===== src/rtl/board_pkg.sv =====
// Shared definitions for the board game engine: cell codes, board geometry, FSM states, helpers.
package board_pkg;

  localparam int unsigned NUM_COLS = 7;
  localparam int unsigned NUM_ROWS = 6;

  localparam logic [1:0] CELL_EMPTY = 2'b00;
  localparam logic [1:0] CELL_P0    = 2'b01;
  localparam logic [1:0] CELL_P1    = 2'b10;

  typedef logic [1:0] state_t;
  localparam state_t PLAY  = 2'd0;
  localparam state_t DROP  = 2'd1;
  localparam state_t CHECK = 2'd2;
  localparam state_t OVER  = 2'd3;

  // Element 0 is the leftmost column; cell r of a column sits at bits [2r+1:2r].
  typedef logic [NUM_COLS-1:0][2*NUM_ROWS-1:0] board_t;

  function automatic logic [3:0] cell_off(input logic [2:0] row);
    return {row, 1'b0};
  endfunction

  function automatic logic [1:0] player_code(input logic player);
    return player ? CELL_P1 : CELL_P0;
  endfunction

endpackage


===== src/rtl/board_controller_win_checker.sv =====
// Combinational four-in-a-line detector through the most recently placed cell.
module win_checker
  import board_pkg::*;
(
  input  board_t     board,
  input  logic [2:0] last_col,
  input  logic [2:0] last_row,
  input  logic       player,
  output logic       win
);

  // Off-board positions read as empty so runs stop at the edges.
  function automatic logic [1:0] cell_at(input board_t b, input int c, input int r);
    logic [2:0] ci;
    logic [2:0] ri;
    if (c < 0 || c >= int'(NUM_COLS) || r < 0 || r >= int'(NUM_ROWS)) return CELL_EMPTY;
    ci = c[2:0];
    ri = r[2:0];
    return b[ci][cell_off(ri) +: 2];
  endfunction

  logic [1:0] code;
  int         lc;
  int         lr;
  int         dc;
  int         dr;
  int         run;
  logic       go_p;
  logic       go_n;

  always_comb begin
    win  = 1'b0;
    code = player_code(player);
    lc   = int'(last_col);
    lr   = int'(last_row);
    dc   = 0;
    dr   = 0;
    run  = 0;
    go_p = 1'b0;
    go_n = 1'b0;
    // Directions: horizontal, vertical, rising diagonal, falling diagonal.
    for (int d = 0; d < 4; d++) begin
      dc   = (d == 1) ? 0 : 1;
      dr   = (d == 0) ? 0 : ((d == 3) ? -1 : 1);
      run  = 0;
      go_p = 1'b1;
      go_n = 1'b1;
      for (int k = 1; k <= 3; k++) begin
        if (go_p && cell_at(board, lc + dc * k, lr + dr * k) == code) run = run + 1;
        else go_p = 1'b0;
        if (go_n && cell_at(board, lc - dc * k, lr - dr * k) == code) run = run + 1;
        else go_n = 1'b0;
      end
      if (run >= 3) win = 1'b1;
    end
  end

endmodule


===== src/rtl/board_controller.sv =====
// Game-state engine feeding the VGA stage: cursor, turns, gravity drop, end-of-game.
// Define WIN_DETECT_EN to add four-in-a-line win detection; otherwise games end as draws.
module board_controller
  import board_pkg::*;
#(
  parameter int unsigned START_COL    = 3,
  parameter logic        FIRST_PLAYER = 1'b0
) (
  input  logic        clk,
  input  logic        rst_n,
  input  logic        btn_left,
  input  logic        btn_right,
  input  logic        btn_drop,
  output logic [2:0]  A,
  output logic        player_colour,
  output logic [11:0] col1,
  output logic [11:0] col2,
  output logic [11:0] col3,
  output logic [11:0] col4,
  output logic [11:0] col5,
  output logic [11:0] col6,
  output logic [11:0] col7,
  output logic        game_over,
  output logic [1:0]  winner
);

  logic       btn_left_q, btn_right_q, btn_drop_q;
  logic       ev_left, ev_right, ev_drop;
  state_t     state_q, state_d;
  board_t     board_q, board_d;
  logic [2:0] a_q, a_d;
  logic       player_q, player_d;
  logic       over_q, over_d;
  logic [1:0] winner_q, winner_d;
  logic [2:0] free_row;
  logic       col_full;
  logic       board_full;
  logic       win;

  assign ev_left  = btn_left & ~btn_left_q;
  assign ev_right = btn_right & ~btn_right_q;
  assign ev_drop  = btn_drop & ~btn_drop_q;

`ifdef WIN_DETECT_EN
  logic [2:0] row_q, row_d;

  win_checker u_win_checker (
    .board    (board_q),
    .last_col (a_q),
    .last_row (row_q),
    .player   (player_q),
    .win      (win)
  );
`else
  assign win = 1'b0;
`endif

  // Gravity keeps columns packed from the bottom, so the lowest empty cell is the target.
  always_comb begin
    free_row = 3'd0;
    for (int r = int'(NUM_ROWS) - 1; r >= 0; r--) begin
      if (board_q[a_q][cell_off(3'(r)) +: 2] == CELL_EMPTY) free_row = 3'(r);
    end
  end

  assign col_full = board_q[a_q][11:10] != CELL_EMPTY;

  always_comb begin
    board_full = 1'b1;
    for (int c = 0; c < int'(NUM_COLS); c++) begin
      if (board_q[c][11:10] == CELL_EMPTY) board_full = 1'b0;
    end
  end

  always_comb begin
    state_d  = state_q;
    board_d  = board_q;
    a_d      = a_q;
    player_d = player_q;
    over_d   = over_q;
    winner_d = winner_q;
`ifdef WIN_DETECT_EN
    row_d    = row_q;
`endif
    case (state_q)
      PLAY: begin
        if (ev_drop) begin
          if (!col_full) state_d = DROP;
        end else if (ev_left && !ev_right) begin
          if (a_q != 3'd0) a_d = a_q - 3'd1;
        end else if (ev_right && !ev_left) begin
          if (a_q != 3'(NUM_COLS - 1)) a_d = a_q + 3'd1;
        end
      end
      DROP: begin
        board_d[a_q][cell_off(free_row) +: 2] = player_code(player_q);
`ifdef WIN_DETECT_EN
        row_d = free_row;
`endif
        state_d = CHECK;
      end
      CHECK: begin
        if (win) begin
          over_d   = 1'b1;
          winner_d = player_code(player_q);
          state_d  = OVER;
        end else if (board_full) begin
          over_d   = 1'b1;
          winner_d = CELL_EMPTY;
          state_d  = OVER;
        end else begin
          player_d = ~player_q;
          state_d  = PLAY;
        end
      end
      OVER: begin
        if (ev_drop) begin
          board_d  = '0;
          a_d      = 3'(START_COL);
          player_d = FIRST_PLAYER;
          over_d   = 1'b0;
          winner_d = CELL_EMPTY;
          state_d  = PLAY;
        end
      end
      default: state_d = PLAY;
    endcase
  end

  always_ff @(posedge clk) begin
    if (!rst_n) begin
      btn_left_q  <= 1'b0;
      btn_right_q <= 1'b0;
      btn_drop_q  <= 1'b0;
      state_q     <= PLAY;
      board_q     <= '0;
      a_q         <= 3'(START_COL);
      player_q    <= FIRST_PLAYER;
      over_q      <= 1'b0;
      winner_q    <= CELL_EMPTY;
`ifdef WIN_DETECT_EN
      row_q       <= 3'd0;
`endif
    end else begin
      btn_left_q  <= btn_left;
      btn_right_q <= btn_right;
      btn_drop_q  <= btn_drop;
      state_q     <= state_d;
      board_q     <= board_d;
      a_q         <= a_d;
      player_q    <= player_d;
      over_q      <= over_d;
      winner_q    <= winner_d;
`ifdef WIN_DETECT_EN
      row_q       <= row_d;
`endif
    end
  end

  assign A             = a_q;
  assign player_colour = player_q;
  assign game_over     = over_q;
  assign winner        = winner_q;
  assign col1          = board_q[0];
  assign col2          = board_q[1];
  assign col3          = board_q[2];
  assign col4          = board_q[3];
  assign col5          = board_q[4];
  assign col6          = board_q[5];
  assign col7          = board_q[6];

endmodule

===== config.mk =====
export PLATFORM = sky130hd
export DESIGN_NAME = board_controller
export DESIGN_NICKNAME = d
export VERILOG_FILES = /design/src/rtl/board_pkg.sv /design/src/rtl/board_controller_win_checker.sv /design/src/rtl/board_controller.sv
export SDC_FILE = /design/constraint.sdc
export NUM_CORES = 1
export LEC_CHECK = 0
export CORE_MARGIN = 4
export CORE_UTILIZATION = 56
export CTS_BUF_LIST = sky130_fd_sc_hd__clkbuf_8 sky130_fd_sc_hd__clkbuf_16
export DETAILED_ROUTE_END_ITERATION = 10
export PLACE_DENSITY = 0.86
export REMOVE_ABC_BUFFERS = 1
export SLEW_MARGIN = 15
export SYNTH_ARGS = -nofsm -noshare
export SYNTH_HDL_FRONTEND = slang
export SYNTH_SLANG_ARGS = --single-unit

===== constraint.sdc =====
create_clock -name clk -period 7.45 [get_ports clk]
set_input_delay 1.8625 -clock clk [delete_from_list [all_inputs] [get_ports clk]]
set_output_delay 1.8625 -clock clk [all_outputs]
set_load 0.05 [all_outputs]

==> results.cfg, run 1 <==
[status]
status = complete, no violations

[power]
swShare_pct = 33.20
pwr-share-clk_pct = 34.6
power.net_switching_mw = 0.3977
intPower_mw = 0.8002
powerDensity_nw_per_um2 = 204.3
seq_power_share_pct = 44.1
combinationalPowerShare_pct = 21.2
p_total_mw = 1.198
p_leak_nw = 1.969
ir_drop_uv = 140.1

[synthesis]
yosysTopAreaCell = dfxtp_1
synthTopCellsByArea = dfxtp_1, nand2_1, mux2i_1
synth_cell_types = 65
syn_area_um2 = 4736
synth_top_family_by_area = simple AND/OR/NAND/NOR gates
synth_seq_cells = 94
synth_ff_type = dfxtp_1
synthArstFlopShare_pct = 0
yosys.area_share.xor_xnor_pct = 0.1849
synth_compound_area_share_pct = 23.78
yosysMostFrequentCell = dfxtp_1
synth_mux_area_share_pct = 5.733
synthAdderAreaFrac_pct = 1.215
syn-instance-count = 565
synth_top_area_share_pct = 39.74
avgSynthCellArea_um2 = 8.382
yosysSeqAreaShare_pct = 39.74
ys_top_cells_by_count = dfxtp_1, nand2_1, nor2_1
yosysWarnings = 0
synth_edf_count = 0
yosys.area_share.simple_pct = 24.07

[place]
dpl-instance-area_um2 = 5619
port_buffers = 93
place.gp.congestion = 0.9483
dp_slack_ns = 1.809
place_hpwl_um = 10100
dp_cells = 716

[timing]
final.setup.worst_slack_ns = 1.594
period_share_pct = 78.61
tightest_slew_ns = 1.053
finalMaxSlewViolations = 0
slew_headroom_pct = 29.82
min_period_ns = 5.856
hold_viol_final = 0
whs_ns = 0.4843
finClkSkew_ns = 0.01165
rsz0062_at_grt = no
fmax_mhz = 170.8
setup-tns-final_ns = 0
setup_violations = 0

[flow_run]
maxCapViolCount = 0

[worst_hold_path]
min_from = col3[8]$_SDFFE_PN0P_
min_to = col3[8]$_SDFFE_PN0P_
hp-class = reg2reg
hold_depth = 2

[final_layout]
finalNonFillerCells = 732
num-fill-cells = 643
area_growth_pct = 23.83
design_area_um2 = 5864
fin_nets = 631
antenna_cells = 0
drive_gt1_share_pct = 5.423
fin_util_pct = 71.37

[critical_path]
cp.arrival_ns = 6.12
crit_fanout = 31
worstSetupPathType = reg2reg
critPathLaunchType = register
r2r-start = A[1]$_SDFFE_PN1P_
required_ns = 7.72
reg2regPathDepth = 11
reg2reg_slack_ns = 1.59
endpoint_kind = register
r2r_end = col6[8]$_SDFFE_PN0P_

[clock_network]
cts_buffers = 9
clockRootBuffer = clkbuf_8
cts.sinks = 94
clock_latency_ns = 0.37
post_cts_resized = 0
clk_pin_slew_ns = 0.10
cts_tree = yes
ctsHoldBuffers = 0
post_cts_buffers = 0
cts_buffer_depth = 2
htreeDepth = 3

[drt]
drc = 0
drt-wirelength-per-cell_um = 20.70
avgViaCountPerCell = 6.795
wirelength_um = 15150
vias = 4974
firstDrtPassIters = 9
antenna_left = 0
drtIter0Drc = 611

[global_routing]
antenna_found_initial = 0
globalRouteOverflowTotal = 0
grt_max_degree = 38
grt_usage_pct = 30.30
grt_pass1_wl_um = 24230
grt_pass1_vias = 4824

[floorplanning]
initial_utilization_pct = 57.64
die_w_um = 99.96
ioPinCount = 96
chipHeight_um = 99.96
dieArea_um2 = 9992
std_cell_rows = 33
coreArea_um2 = 8217
## how the worst max path moves through the flow
stage | start | end | slack [ns]
floorplan | rst_n | col6[10]$_SDFFE_PN0P_ | 2.56
global placement | A[1]$_SDFFE_PN1P_ | col6[9]$_SDFFE_PN0P_ | 1.89
detailed placement | A[1]$_SDFFE_PN1P_ | col6[8]$_SDFFE_PN0P_ | 1.81
CTS | A[1]$_SDFFE_PN1P_ | col6[8]$_SDFFE_PN0P_ | 1.76
global route | A[1]$_SDFFE_PN1P_ | col6[8]$_SDFFE_PN0P_ | 1.31
finish | A[1]$_SDFFE_PN1P_ | col6[8]$_SDFFE_PN0P_ | 1.59
## critical path, cell delays in order, from the launching register on
cell      delay [ns]
dfxtp_1         0.90
or3_1           0.70
o22ai_1         0.23
a211oi_1        0.50
a311oi_1        0.13
nand2b_1        0.67
ha_1            0.48
ha_1            0.32
nand2b_1        0.30
or4b_1          0.87
or3_1           0.45
a31oi_1         0.17
## sequential cells by signal (all words and copies together), names as in the netlist, 2 cells and up
register and flops:
col7 12, state_q 2, col4 12, col2 12
col3 12, col6 12, col5 12, col1 12
A 3
## routing by layer
metal	GRT usage (%)	routed length [um]
met2	47.92	6862
met1	39.58	6068
met4	15.02	628
met5	0	0
met3	5.837	1595
## layout by cell type, fill, tap and decap left out, types with 4 or more instances in the layout
master           Yosys  routed
or4_1               12      12
nand3_1              9       9
o311a_1              4       4
mux2i_1             26      26
o211ai_1            11      11
or3_1               12      12
and2_1               8       8
buf_4                3       4
or2_2                4       4
a32oi_1              4       4
nor2_1              47      47
nor3_1              20      20
a32o_1               4       4
nand2b_1            11      11
a31oi_1             14      14
o311ai_0             6       6
a21oi_1             18      17
nor4_1               8       8
a22o_1               8       8
inv_1                4       4
o22ai_1             15      15
clkdlybuf4s50_1      0      93
nand2_1             85      85
o41a_1               6       6
o32ai_1             15      15
a211oi_1             7       7
dfxtp_1             94      94
clkbuf_8             0       9
o21ai_0             10      10
## cells by family after synthesis
kind of cell | Yosys count
other cells | 1
flops | 94
compound gates | 147
buf+inv | 58
fa+ha+maj | 4
xor+xnor | 1
mux | 27
simple gates | 233
## area by class of cell
cell class	count	area (um^2)	share of cell area, %
clock buffers	9	123.9	2.112
repair buffers	97	960.9	16.39
inverters	6	22.52	0.3840
clock inverters	7	121.4	2.070
flip-flops and latches	94	1882	32.09
well taps	105	131.4	2.240
multi-input cells	414	2623	44.72
## power groups by stage
stage / registers, mW / logic (mW) / clock network, mW
finish: 0.529 / 0.255 / 0.415
global route: 0.530 / 0.271 / 0.434
CTS: 0.528 / 0.247 / 0.414
detailed placement: 0.540 / 0.245 / 0
global placement: 0.539 / 0.240 / 0
floorplan: 0.560 / 0.143 / 0
(Power assumes the default switching activity.)
==> run 2: changes to the inputs <==
- CORE_UTILIZATION: 56 -> 47
- PLACE_DENSITY: 0.86 -> 0.77
- clock period: 7.45 -> 4.86 ns (I/O delays scaled with it)
==> results.cfg, run 2 (synthesized netlist as in run 1, its figures left out) <==
[critical_path]
reg2reg_slack_ns = 0.37
critical-path-slowest-cell = or4b_1
worstSetupPathType = reg2reg
cp.arrival_ns = 4.79
path_common_cell = ha_1
crit_path_max_incr_delay_ns = 0.85
reg2regPathDepth = 11
r2r_end = col4[4]$_SDFFE_PN0P_
r2r-start = A[0]$_SDFFE_PN1P_
crit_fanout = 23
crit_chain = or3b_1 > o22ai_1 > a211oi_1 > a21oi_1 > o21ai_0 > ha_1 > ha_1 > nand2_1 > or4b_1 > or3_1 > a31oi_1
required_ns = 5.15
endpoint_kind = register
critPathLaunchType = register

[timing]
period_share_pct = 92.46
final.setup.worst_slack_ns = 0.3662
finClkSkew_ns = 0.01255
setup_violations = 0
hold_viol_final = 0
rsz0062_at_grt = no
finalMaxSlewViolations = 0
tightest_slew_ns = 1.106
setup-tns-final_ns = 0
fmax_mhz = 222.5
whs_ns = 0.4745
slew_headroom_pct = 26.12
min_period_ns = 4.494

[final_layout]
antenna_cells = 0
fin_nets = 639
layout_commonest_cell = dfxtp_1
area_growth_pct = 25.87
layout_common_cells = dfxtp_1, clkdlybuf4s50_1, nand2_1
design_area_um2 = 5961
drive_gt1_share_pct = 6.614

[drt]
dr_wl_met3_um = 1219
avgViaCountPerCell = 6.234
vias = 4788
drc = 0
drt-wirelength-per-cell_um = 20.51
top_layer_used = met4
antenna_left = 0
firstDrtPassIters = 5
wirelength_um = 15750
routed-wl-met2_um = 7347
wl_met1_um = 6696
drtIter0Drc = 404

[worst_hold_path]
min_from = game_over$_SDFFE_PN0P_
hold_depth = 2
hp-class = reg2reg
min_to = game_over$_SDFFE_PN0P_

[global_routing]
grt_pass1_wl_um = 25250
grt_usage_pct = 27.39
grt_pass1_vias = 4756
antenna_found_initial = 0
globalRouteOverflowTotal = 0
grt_max_degree = 33

[floorplanning]
dieArea_um2 = 11750
chipHeight_um = 108.4
std_cell_rows = 36
initial_utilization_pct = 48.45
die_w_um = 108.4
coreArea_um2 = 9774
ioPinCount = 96

[place]
place.gp.congestion = 0.9297
port_buffers = 93
dp_slack_ns = 0.4932
dpl-instance-area_um2 = 5714
place_hpwl_um = 11070

[clock_network]
cts_tree = yes
clockRootBuffer = clkbuf_8
cts.sinks = 94
htreeDepth = 3
post_cts_buffers = 0
ctsHoldBuffers = 0
post_cts_resized = 0
clock_latency_ns = 0.37
clk_pin_slew_ns = 0.10
cts_buffers = 9
cts_buffer_depth = 2

[power]
ir_drop_uv = 153.3
p_leak_nw = 2.007
powerDensity_nw_per_um2 = 310.3

[flow_run]
maxCapViolCount = 0

[status]
status = complete, no violations
## run 2: cell types whose count changed in the layout (fill, tap and decap cells not counted)
| cell | previous run | this run |
|---|---|---|
| inv_6 | 1 | 0 |
| clkinv_2 | 1 | 2 |
| buf_4 | 4 | 12 |
| clkinv_4 | 2 | 1 |
| clkbuf_8 | 9 | 10 |
## run 2: worst max-delay path by stage
stage,start,endpoint,slack (ns)
after CTS,A[0]$_SDFFE_PN1P_,col5[5]$_SDFFE_PN0P_,0.45
after global routing,A[0]$_SDFFE_PN1P_,col5[5]$_SDFFE_PN0P_,0.04
final,A[0]$_SDFFE_PN1P_,col4[4]$_SDFFE_PN0P_,0.37
after detailed placement,A[0]$_SDFFE_PN1P_,col4[4]$_SDFFE_PN0P_,0.49
after global placement,A[0]$_SDFFE_PN1P_,col4[4]$_SDFFE_PN0P_,0.62
after floorplan,A[0]$_SDFFE_PN1P_,col6[8]$_SDFFE_PN0P_,0.03
## run 2: report_power, final
| part | internal, mW | total [mW] | switching (mW) |
|---|---|---|---|
| Clock | 0.355 | 0.638 | 0.283 |
| Sequential | 0.782 | 0.814 | 0.0318 |
| Combinational | 0.110 | 0.397 | 0.288 |
| Total | 1.25 | 1.85 | 0.603 |
## run 2: cell type report
cell class	count	area (um^2)
Timing Repair Buffer	105	1021
Clock inverter	6	108.9
Multi-Input combinational cell	414	2623
Fill cell	906	3814
Tap cell	133	166.4
Sequential cell	94	1882
Clock buffer	10	137.6
Inverter	6	22.52
## run 2: per-stage QoR
step,std cells,util (%),total power [mW]
floorplan,514,-,1.077
global placement,752,58.46,1.207
detailed placement,752,58.46,1.217
CTS,768,60.98,1.839
global route,768,60.98,1.924
finish,768,60.98,1.850
## run 2: critical path, delay by kind of cell (launching register included)
| family | cells | cell delay (ns) |
|---|---|---|
| simple gates | 4 | 2.09 |
| compound gates | 5 | 1.00 |
| flops | 1 | 0.81 |
| fa+ha+maj | 2 | 0.52 |
## run 2: per-layer routing
| layer | up-vias | GRT usage (%) |
|---|---|---|
| met1 | 2288 | 36.36 |
| met4 | 0 | 11.00 |
| met3 | 42 | 5.194 |
| met2 | 227 | 43.92 |
| met5 | - | 0 |
| li1 | 2231 | - |
